===== config.mk =====
export PLATFORM = sky130hd
export DESIGN_NAME = ascon_init_ctrl
export DESIGN_NICKNAME = d
export VERILOG_FILES = /design/src/rtl/ascon_init_ctrl.sv
export SDC_FILE = /design/constraint.sdc
export NUM_CORES = 1
export LEC_CHECK = 0
export ABC_AREA = 1
export CORE_AREA = 3 3 504 506
export CTS_CLUSTER_DIAMETER = 200
export DETAILED_ROUTE_END_ITERATION = 8
export DIE_AREA = 0 0 507 509
export GPL_TIMING_DRIVEN = 0
export PLACE_DENSITY = 0.39
export SYNTH_ARGS = -nofsm -noshare
export SYNTH_HDL_FRONTEND = slang
export SYNTH_SLANG_ARGS = --single-unit

===== constraint.sdc =====
create_clock -name clk -period 2.35 [get_ports clk]
set_clock_uncertainty 0.05 [all_clocks]
set_input_delay 0.705 -clock clk [delete_from_list [all_inputs] [get_ports clk]]
set_output_delay 0.705 -clock clk [all_outputs]
set_load 0.02 [all_outputs]

===== src/rtl/ascon_init_ctrl.sv =====
// ASCON initialization controller: loads {IV, K, N}, steps an external one-round
// permutation core ROUNDS times, then folds the key into x3/x4.
module ascon_init_ctrl #(
    parameter int unsigned ROUNDS = 12
) (
    input  logic        clk,
    input  logic        rst_n,
    input  logic        start,
    input  logic [63:0] IV,
    input  logic [63:0] k0,
    input  logic [63:0] k1,
    input  logic [63:0] n0,
    input  logic [63:0] n1,
    output logic [63:0] rnd_x0,
    output logic [63:0] rnd_x1,
    output logic [63:0] rnd_x2,
    output logic [63:0] rnd_x3,
    output logic [63:0] rnd_x4,
    output logic [7:0]  rnd_c,
    input  logic [63:0] rnd_y0,
    input  logic [63:0] rnd_y1,
    input  logic [63:0] rnd_y2,
    input  logic [63:0] rnd_y3,
    input  logic [63:0] rnd_y4,
    output logic        busy,
    output logic        done,
    output logic        valid,
    output logic [63:0] y0,
    output logic [63:0] y1,
    output logic [63:0] y2,
    output logic [63:0] y3,
    output logic [63:0] y4
);

    localparam int unsigned CNT_W = 4;
    localparam logic [CNT_W-1:0] LAST_CNT = CNT_W'(ROUNDS - 1);
    localparam logic [CNT_W-1:0] RC_OFS   = CNT_W'(12 - ROUNDS);

    if (ROUNDS < 1 || ROUNDS > 12) begin : g_bad_rounds
        $error("ascon_init_ctrl: ROUNDS must be within 1..12");
    end

    typedef enum logic [1:0] {
        IDLE = 2'd0,
        RUN  = 2'd1,
        DONE = 2'd2
    } state_t;

    state_t           state;
    logic [63:0]      x0, x1, x2, x3, x4;
    logic [63:0]      ks0, ks1;
    logic [CNT_W-1:0] cnt;
    logic [CNT_W-1:0] rc_idx;

    // Control and datapath share one register process; done defaults low so it pulses.
    always_ff @(posedge clk or negedge rst_n) begin
        if (!rst_n) begin
            state <= IDLE;
            x0    <= '0;
            x1    <= '0;
            x2    <= '0;
            x3    <= '0;
            x4    <= '0;
            ks0   <= '0;
            ks1   <= '0;
            cnt   <= '0;
            busy  <= 1'b0;
            done  <= 1'b0;
            valid <= 1'b0;
        end else begin
            done <= 1'b0;
            case (state)
                IDLE, DONE: begin
                    if (start) begin
                        x0    <= IV;
                        x1    <= k0;
                        x2    <= k1;
                        x3    <= n0;
                        x4    <= n1;
                        ks0   <= k0;
                        ks1   <= k1;
                        cnt   <= '0;
                        valid <= 1'b0;
                        busy  <= 1'b1;
                        state <= RUN;
                    end else begin
                        state <= IDLE;
                    end
                end
                RUN: begin
                    x0  <= rnd_y0;
                    x1  <= rnd_y1;
                    x2  <= rnd_y2;
                    cnt <= cnt + CNT_W'(1);
                    if (cnt == LAST_CNT) begin
                        x3    <= rnd_y3 ^ ks0;
                        x4    <= rnd_y4 ^ ks1;
                        valid <= 1'b1;
                        busy  <= 1'b0;
                        done  <= 1'b1;
                        state <= DONE;
                    end else begin
                        x3 <= rnd_y3;
                        x4 <= rnd_y4;
                    end
                end
                default: state <= IDLE;
            endcase
        end
    end

    // Shorter schedules use the tail of the 12-round constant sequence.
    always_comb begin
        rnd_c  = 8'h00;
        rc_idx = RC_OFS + cnt;
        if (state == RUN) begin
            rnd_c = {4'hF - rc_idx, rc_idx};
        end
    end

    assign rnd_x0 = x0;
    assign rnd_x1 = x1;
    assign rnd_x2 = x2;
    assign rnd_x3 = x3;
    assign rnd_x4 = x4;
    assign y0     = x0;
    assign y1     = x1;
    assign y2     = x2;
    assign y3     = x3;
    assign y4     = x4;

endmodule

Word-level counts from Yosys, hierarchy flattened. Cells that the tools add are included. W data, S select, Z words.

Memory bits (read-only): 0. Logic and storage cells: 53. Memories: 0. Memory bits (writable): 0. Bits in latches: 0. Register bits after elaboration: 457. Bits of input ports: 643. Output and inout bits: 651.

Multiplexer cells: 26. Div/mod/pow operators: 0. $lt $le $gt $ge: 0. Shift-type cells: 0. $add $sub $neg: 2. Multiply operators: 0. Eq/ne operators: 5. Reduce and logical (&&, ||, !) cells: 6. Bitwise logic cells: 2.

Operators with widths (count): $pmux W64 S2 (5); $mux W64 (7); $xor A64 B64 Y64 (2); $mux W8 (1); $pmux W4 S2 (1); $mux W1 (7); $add A4 B1 Y4 const B (1); $eq A4 B4 Y1 const B (1); $mux W4 (1); $ne A2 B2 Y1 const B (2); $pmux W1 S2 (2); $pmux W2 S2 (1); $reduce_and A2 Y1 (2); $sub A4 B4 Y4 const A (1); $reduce_and A3 Y1 (1); $eq A2 B1 Y1 const B (1); $eq A2 B2 Y1 const B (1); $logic_not A2 Y1 (1); $mux W2 (1); $reduce_bool A2 Y1 (1); $reduce_or A2 Y1 (1).

Logic depth before layout (Yosys ltp). Gate-level depths: netlist of run 1.

Depth in word-level cells: 4. Gate-level depth with buffers: 9. Gate-level depth less buffers: 7.

Worst setup path after synthesis of run 1. No wires, ideal clock.

Path kind: flip-flop to output port. From: reg state[1]. To: out rnd_c[0]. Required time: 1.595 ns. Arrival time: 1.181 ns. Buffers on the path: 3. Setup slack: 0.414 ns. Stages on the path, launching flop included: 7. Path through: dfrtp_1 -> inv_1 -> nand2_2 -> buf_6 -> buf_4 -> buf_2 -> nor2_1.

Cells in the longest elaborated chain, start to end: 2.

RTL lines: from (decl) (line 49) `state_t state;`; from (signal assigned) (line 58) `state <= IDLE;`; from (signal assigned) (line 85) `state <= RUN;`; from (signal assigned) (line 87) `state <= IDLE;`; $eq A2 B1 Y1 (line 116) `if (state == RUN) begin`; $mux W8 (line 116); to (decl) (line 19) `output logic [7:0] rnd_c,`.

No other way between the ends.

Worst setup path in the final report of run 1. Ends and elaborated chain as after synthesis.

==> impl_metrics.yaml, run 1 <==
timing:
  fin_crit_sh_pct: 107.0
  fin_ws_ps: -164.2
  setup_viol: 9
  worst_pin_slew_ps: 1315
  maxSlewViolCount: 0
  fin_crit_ps: 2514
  hold_viol_final: 0
  relSlewSlack_pct: 12.35
  fmax_mhz: 397.7
  holdWs_ps: 446.9
  rsz0062_at_grt: "true"
yosys:
  synth_seq_cells: 457
  synth-compound-area-share_pct: 2.853
  synth.distinct_cells: 24
  synth_commonest_cells: "nand2_1 (1453), dfrtp_1 (457), buf_4 (341)"
  synth_nets: 3795
  syn-cell-area_mm2: 0.02421
  synth_area_leaders: "dfrtp_1 (47%), nand2_1 (23%), buf_4 (11%), nand3_1 (5.5%), xor2_1 (4.7%)"
  seq_area_frac_synth_pct: 47.24
  ys.flop_type: "dfrtp_1"
  synthMuxAreaShare_pct: 0
  synth_fa_ha_area_share_pct: 0.05168
  async_flop_share_pct: 100.0
  synth_area_per_cell_um2: 7.683
  synth_top_family_by_area: "simple AND/OR/NAND/NOR gates"
  yosys.area_share.simple_pct: 31.34
  synth_top_area_share_pct: 47.24
  yosys_warnings: 0
  synthCells: 3151
  synth_edf_count: 0
  synth_top_area_cell: "dfrtp_1"
  yosysMostFrequentCell: "nand2_1"
  synth_xor_area_share_pct: 4.703
critical_path:
  cp_cell_sequence: "inv_2, nand2_4, buf_12, buf_16, nor2_4, buf_6"
  path_max_fanout: 5
  crit_family: "buffers and inverters"
  end_kind: "primary output"
  critPathArrivalTime_ps: 1760
  cpPeakStageDelay_ps: 380
  cp-start-kind: "flip-flop"
  cp.buffers_inverters: 4
  cp.required_ps: 1590
  worstSetupPathType: "reg2out"
  slowest_stage: "dfrtp_1"
placed_design:
  pre_cts_slack_ps: -1592
  dp.cells: 7799
  dpl.hpwl_um: 194600
  io_buffer_count: 1293
  gp_congestion: 0.9224
global_route:
  grt_antenna_before_repair: 130
  grt_util_all_layers_pct: 17.47
  overflow: 0
  first_global_vias: 27990
  grt_pass1_wl_um: 295900
  grt_max_degree: 99
die:
  core-area_mm2: 0.2505
  ios: 1294
  dieHeight_um: 509
  die_w_um: 507
  fp.dieArea_mm2: 0.2581
  fp-row-count: 184
  start_util_pct: 9.665
clock_tree:
  cts.sinks: 457
  cts_max_level: 3
  numCtsBuffers: 70
  clockBufferDepth: 3
  cts_tree: "done"
  cts_root_buf: "clkbuf_16"
  clock_latency_ps: 670
  clkTransAtPathRegs_ps: 50
final_layout:
  finalNonFillerCells: 8060
  fin_nets: 5277
  drive_gt1_share_pct: 25.73
  area_growth_pct: 85.03
run_status:
  failed_checks: "negative setup slack"
  status: "finished, violations left"
power_and_ir_drop:
  p_per_area_mw_per_mm2: 1606
  irDropWorstVdd_uv: 505.5
  leakage_nw: 20.86
detailed_routing:
  wl_per_cell_um: 29.13
  drt_iter0_markers: 1886
  antenna_left: 0
  drtPass1Iterations: 6
  drc_errors: 0
  via_per_inst: 3.432
  vias: 27660
  finalWirelength_um: 234800
flow_run:
  cap_violations: 0
hold_path:
  hp-class: "reg2reg"
power breakdown:
part	internal, mW	leakage [nW]	switching (mW)	total (mW)
logic	16.9	14.4	27.0	43.9
registers	12.1	5.35	4.71	16.8
clock network	6.57	1.14	4.67	11.2
worst paths after layout:
check / startpoint / end / slack [ps] / cells past startpoint
hold / removal: valid / valid / 450 / 2
max in group asynchronous: rst_n / rnd_x0[47] / 130 / 5
setup reg to reg: state[1] / rnd_x1[50] / -20 / 8
hold reg to reg: valid / valid / 450 / 2
min in group asynchronous: rst_n / valid / 490 / 2
setup / recovery: state[1] / rnd_c[0] / -160 / 6
final cells by class:
class	instances	area, um2
clock inverter	25	287.8
multi-input combinational	2193	9549
timing repair buffer	1450	13820
sequential	457	11570
clock buffer	97	2026
inverter	13	56.30
fill	28610	205700
buffer	448	3222
tap	3348	4189
antenna	29	72.57
cell usage in the layout, fill, tap and decap left out, types with 44 or more instances in the layout:
cell type,count
clkbuf_16,74
clkdlybuf4s15_2,116
nand2_1,1453
buf_2,211
xor2_1,129
clkbuf_1,44
o21ai_0,80
buf_4,390
dfrtp_1,349
o21ai_1,54
nor2_1,191
nand3_1,257
clkdlybuf4s15_1,52
dfrtp_2,108
clkdlybuf4s50_1,641
buf_6,170
dlygate4sd2_1,211
registers in the layout, summed over array words and instances (netlist names):
register,count
state,2
ks1,64
rnd_x0,64
rnd_x2,64
done,1
rnd_x1,64
rnd_x3,64
rnd_x4,64
busy,1
cnt,4
ks0,64
valid,1
layer usage:
metal  vias to the layer above  GRT usage, %  share of wire (%)
met2                      1354         29.26                 47
met1                     13360         19.63                 38
met3                       306         8.932                 12
met4                       100         4.088                2.7
li1                      12550             -                  -
met5                         -             0               0.28
cell families after synthesis:
group,count (synthesis)
compound gates,137
xor+xnor,130
fa+ha+maj,1
buf+inv,501
flops,457
simple gates,1925
tightest hold or removal path, cell delays in order (launching register included):
cell	delay (ps)
dfrtp_1	350
nand2_1	50
o21ai_0	60
per-stage QoR:
step | area [um2] | TNS, ps | utilization [%] | power (mW)
detailed placement | 41520 | -571700 | 16.58 | 61.71
CTS | 44610 | -2198 | 17.81 | 73.73
global placement | 41340 | - | 16.50 | 61.68
global route | 44740 | -2346 | 17.86 | 76.41
finish | 44790 | -1003 | 17.88 | 71.92
floorplan | 24210 | 0 | - | 35.02
what timing repair did:
| action | CTS | global route |
|---|---|---|
| cloned | 0 | 1 |
| hold endpoints to repair | 60 | 47 |
| gates resized for setup | 2321 | 50 |
| endpoints found under the setup margin | 1108 | 55 |
| pin swaps | 1 | 2 |
| buffers inserted | 149 | 5 |
Note: power is estimated with default switching activity, not from simulation.
==> run 2, diff against run 1 <==
--- a/config.mk
+++ b/config.mk
@@ -10,7 +10,6 @@
 export CTS_CLUSTER_DIAMETER = 200
 export DETAILED_ROUTE_END_ITERATION = 8
 export DIE_AREA = 0 0 507 509
-export GPL_TIMING_DRIVEN = 0
 export PLACE_DENSITY = 0.39
 export SYNTH_ARGS = -nofsm -noshare
 export SYNTH_HDL_FRONTEND = slang
==> impl_metrics.yaml, run 2 (synthesized netlist as in run 1, its figures left out) <==
run_status:
  status: "finished, violations left"
  failed_checks: "negative setup slack"
timing:
  fmax_mhz: 402.1
  fin_ws_ps: -137.1
  rsz0062_at_grt: "true"
  relSlewSlack_pct: 60.80
  fin_crit_sh_pct: 105.8
  worst_pin_slew_ps: 587.9
  fin_crit_ps: 2487
  setup_viol: 8
  maxSlewViolCount: 0
  hold_viol_final: 0
final_layout:
  area_growth_pct: 76.43
  fillers: 28590
  layout_commonest_cell: "nand2_1"
  final_cell_mix: "nand2_1 (1445), clkdlybuf4s50_1 (641), dfrtp_1 (419), dlygate4sd2_1 (367), nand3_1 (244)"
  drive_gt1_share_pct: 14.48
  finalNonFillerCells: 7640
  fin_nets: 4870
global_route:
  grt_antenna_before_repair: 111
  grt_pass1_wl_um: 267700
  gr-usage-met1_pct: 18.04
  gr-max-usage-layer: "met2"
  use_met3_pct: 7.466
  grt_util_all_layers_pct: 15.53
  grt_max_degree: 91
  overflow: 0
  met2_usage_pct: 25.69
  first_global_vias: 26440
critical_path:
  end_kind: "primary output"
  cp.depth: 5
  path_max_fanout: 6
  cp.buffers_inverters: 3
  slowest_stage: "dfrtp_1"
  crit_family: "buffers and inverters"
  worstSetupPathType: "reg2out"
  critPathArrivalTime_ps: 1730
  cpPeakStageDelay_ps: 390
  cp-start-kind: "flip-flop"
  cp_cell_sequence: "clkinvlp_4, nand2_8, buf_8, nor2_4, buf_6"
  r2r_cells: 10
  cp.required_ps: 1590
clock_tree:
  cts_max_level: 3
  cts_tree: "done"
  clkTransAtPathRegs_ps: 60
  cts.sinks: 457
  cts_root_buf: "clkbuf_16"
  numCtsBuffers: 70
  clock_latency_ps: 670
  clockBufferDepth: 3
die:
  die_w_um: 507
  fp.dieArea_mm2: 0.2581
  dieHeight_um: 509
  start_util_pct: 9.665
  core-area_mm2: 0.2505
  ios: 1294
  fp-row-count: 184
power_and_ir_drop:
  irDropWorstVdd_uv: 596.5
  internal-power_mw: 31.94
  p_clk_share_pct: 16.6
  p_switching_mw: 33.60
  pwr-share-seq_pct: 25.8
  pwr-share-comb_pct: 57.6
  leakage_nw: 19.48
  p_per_area_mw_per_mm2: 1534
  sw_frac_of_total_pct: 51.27
detailed_routing:
  via_per_inst: 3.403
  drtPass1Iterations: 6
  finalWirelength_um: 211300
  vias: 26000
  wl_per_cell_um: 27.66
  antenna_left: 0
  drc_errors: 0
  drt_iter0_markers: 1658
hold_path:
  worst_hold_path.num_cells: 2
  hp-class: "reg2reg"
flow_run:
  cap_violations: 0
placed_design:
  io_buffer_count: 1293
  gp_congestion: 0.9334
  pre_cts_slack_ps: -318.9
  dp.cells: 7456
  dpl.hpwl_um: 174500
run 2: repair_timing:
| action | in CTS | in global routing |
|---|---|---|
| endpoints found under the setup margin | 558 | 181 |
| hold endpoints to repair | 17 | 0 |
| hold buffers | 1 | 0 |
| pin swaps | 2 | 3 |
| gates resized for setup | 985 | 40 |
| cloned | 1 | 14 |
| buffers inserted | 11 | 22 |
run 2: worst min-delay path: cells and delay by family, from the launching register on:
family	cells	cell delay (ps)
DFF	1	350
and+or+nand+nor	2	110
run 2: path summary, 6_finish.rpt:
kind	slack (ps)	start	end
hold / removal	450	ks1[52]	ks1[52]
setup / recovery	-140	state[1]	rnd_c[0]
min in group asynchronous	600	rst_n	rnd_x2[6]
setup reg to reg	90	state[1]	rnd_x4[14]
hold reg to reg	450	ks1[52]	ks1[52]
max in group asynchronous	820	rst_n	rnd_x0[46]
run 2: metrics by stage:
step                TNS, ps  total power [mW]  area [um2]  util (%)  hold WS (ps)
finish               -598.2             65.54       42710     17.05         446.9
global route          -1464             69.68       42680     17.04         464.5
CTS                   -3662             65.95       42030     16.78         437.4
detailed placement   -38260             56.68       39680     15.84         434.8
global placement     -39110             56.67       39680     15.84         429.1
floorplan                 0             35.02       24210         -         359.4
run 2: area by class of cell:
class | instances | area, um2 | area share, %
repair buffers | 1488 | 14860 | 34.80
flip-flops and latches | 457 | 11490 | 26.89
multi-input cells | 2194 | 9687 | 22.68
well taps | 3348 | 4189 | 9.808
clock buffers | 102 | 2087 | 4.886
clock inverters | 19 | 214.0 | 0.5010
inverters | 13 | 120.1 | 0.2812
diodes | 17 | 42.54 | 0.09960
repair inverters | 2 | 22.52 | 0.05273
run 2: power groups by stage:
| stage | clock network [mW] | registers, mW | logic (mW) |
|---|---|---|---|
| finish | 10.9 | 16.9 | 37.8 |
| global route | 11.6 | 17.3 | 40.8 |
| CTS | 11.4 | 16.9 | 37.6 |
| detailed placement | 0 | 17.0 | 39.7 |
| global placement | 0 | 16.9 | 39.7 |
| floorplan | 0 | 18.1 | 16.9 |
run 2: routing by layer:
| layer | vias up | wire length (um) |
|---|---|---|
| li1 | 11700 | - |
| met1 | 12640 | 84380 |
| met2 | 1243 | 97690 |
| met3 | 317 | 23570 |
| met4 | 108 | 4962 |
| met5 | - | 713 |
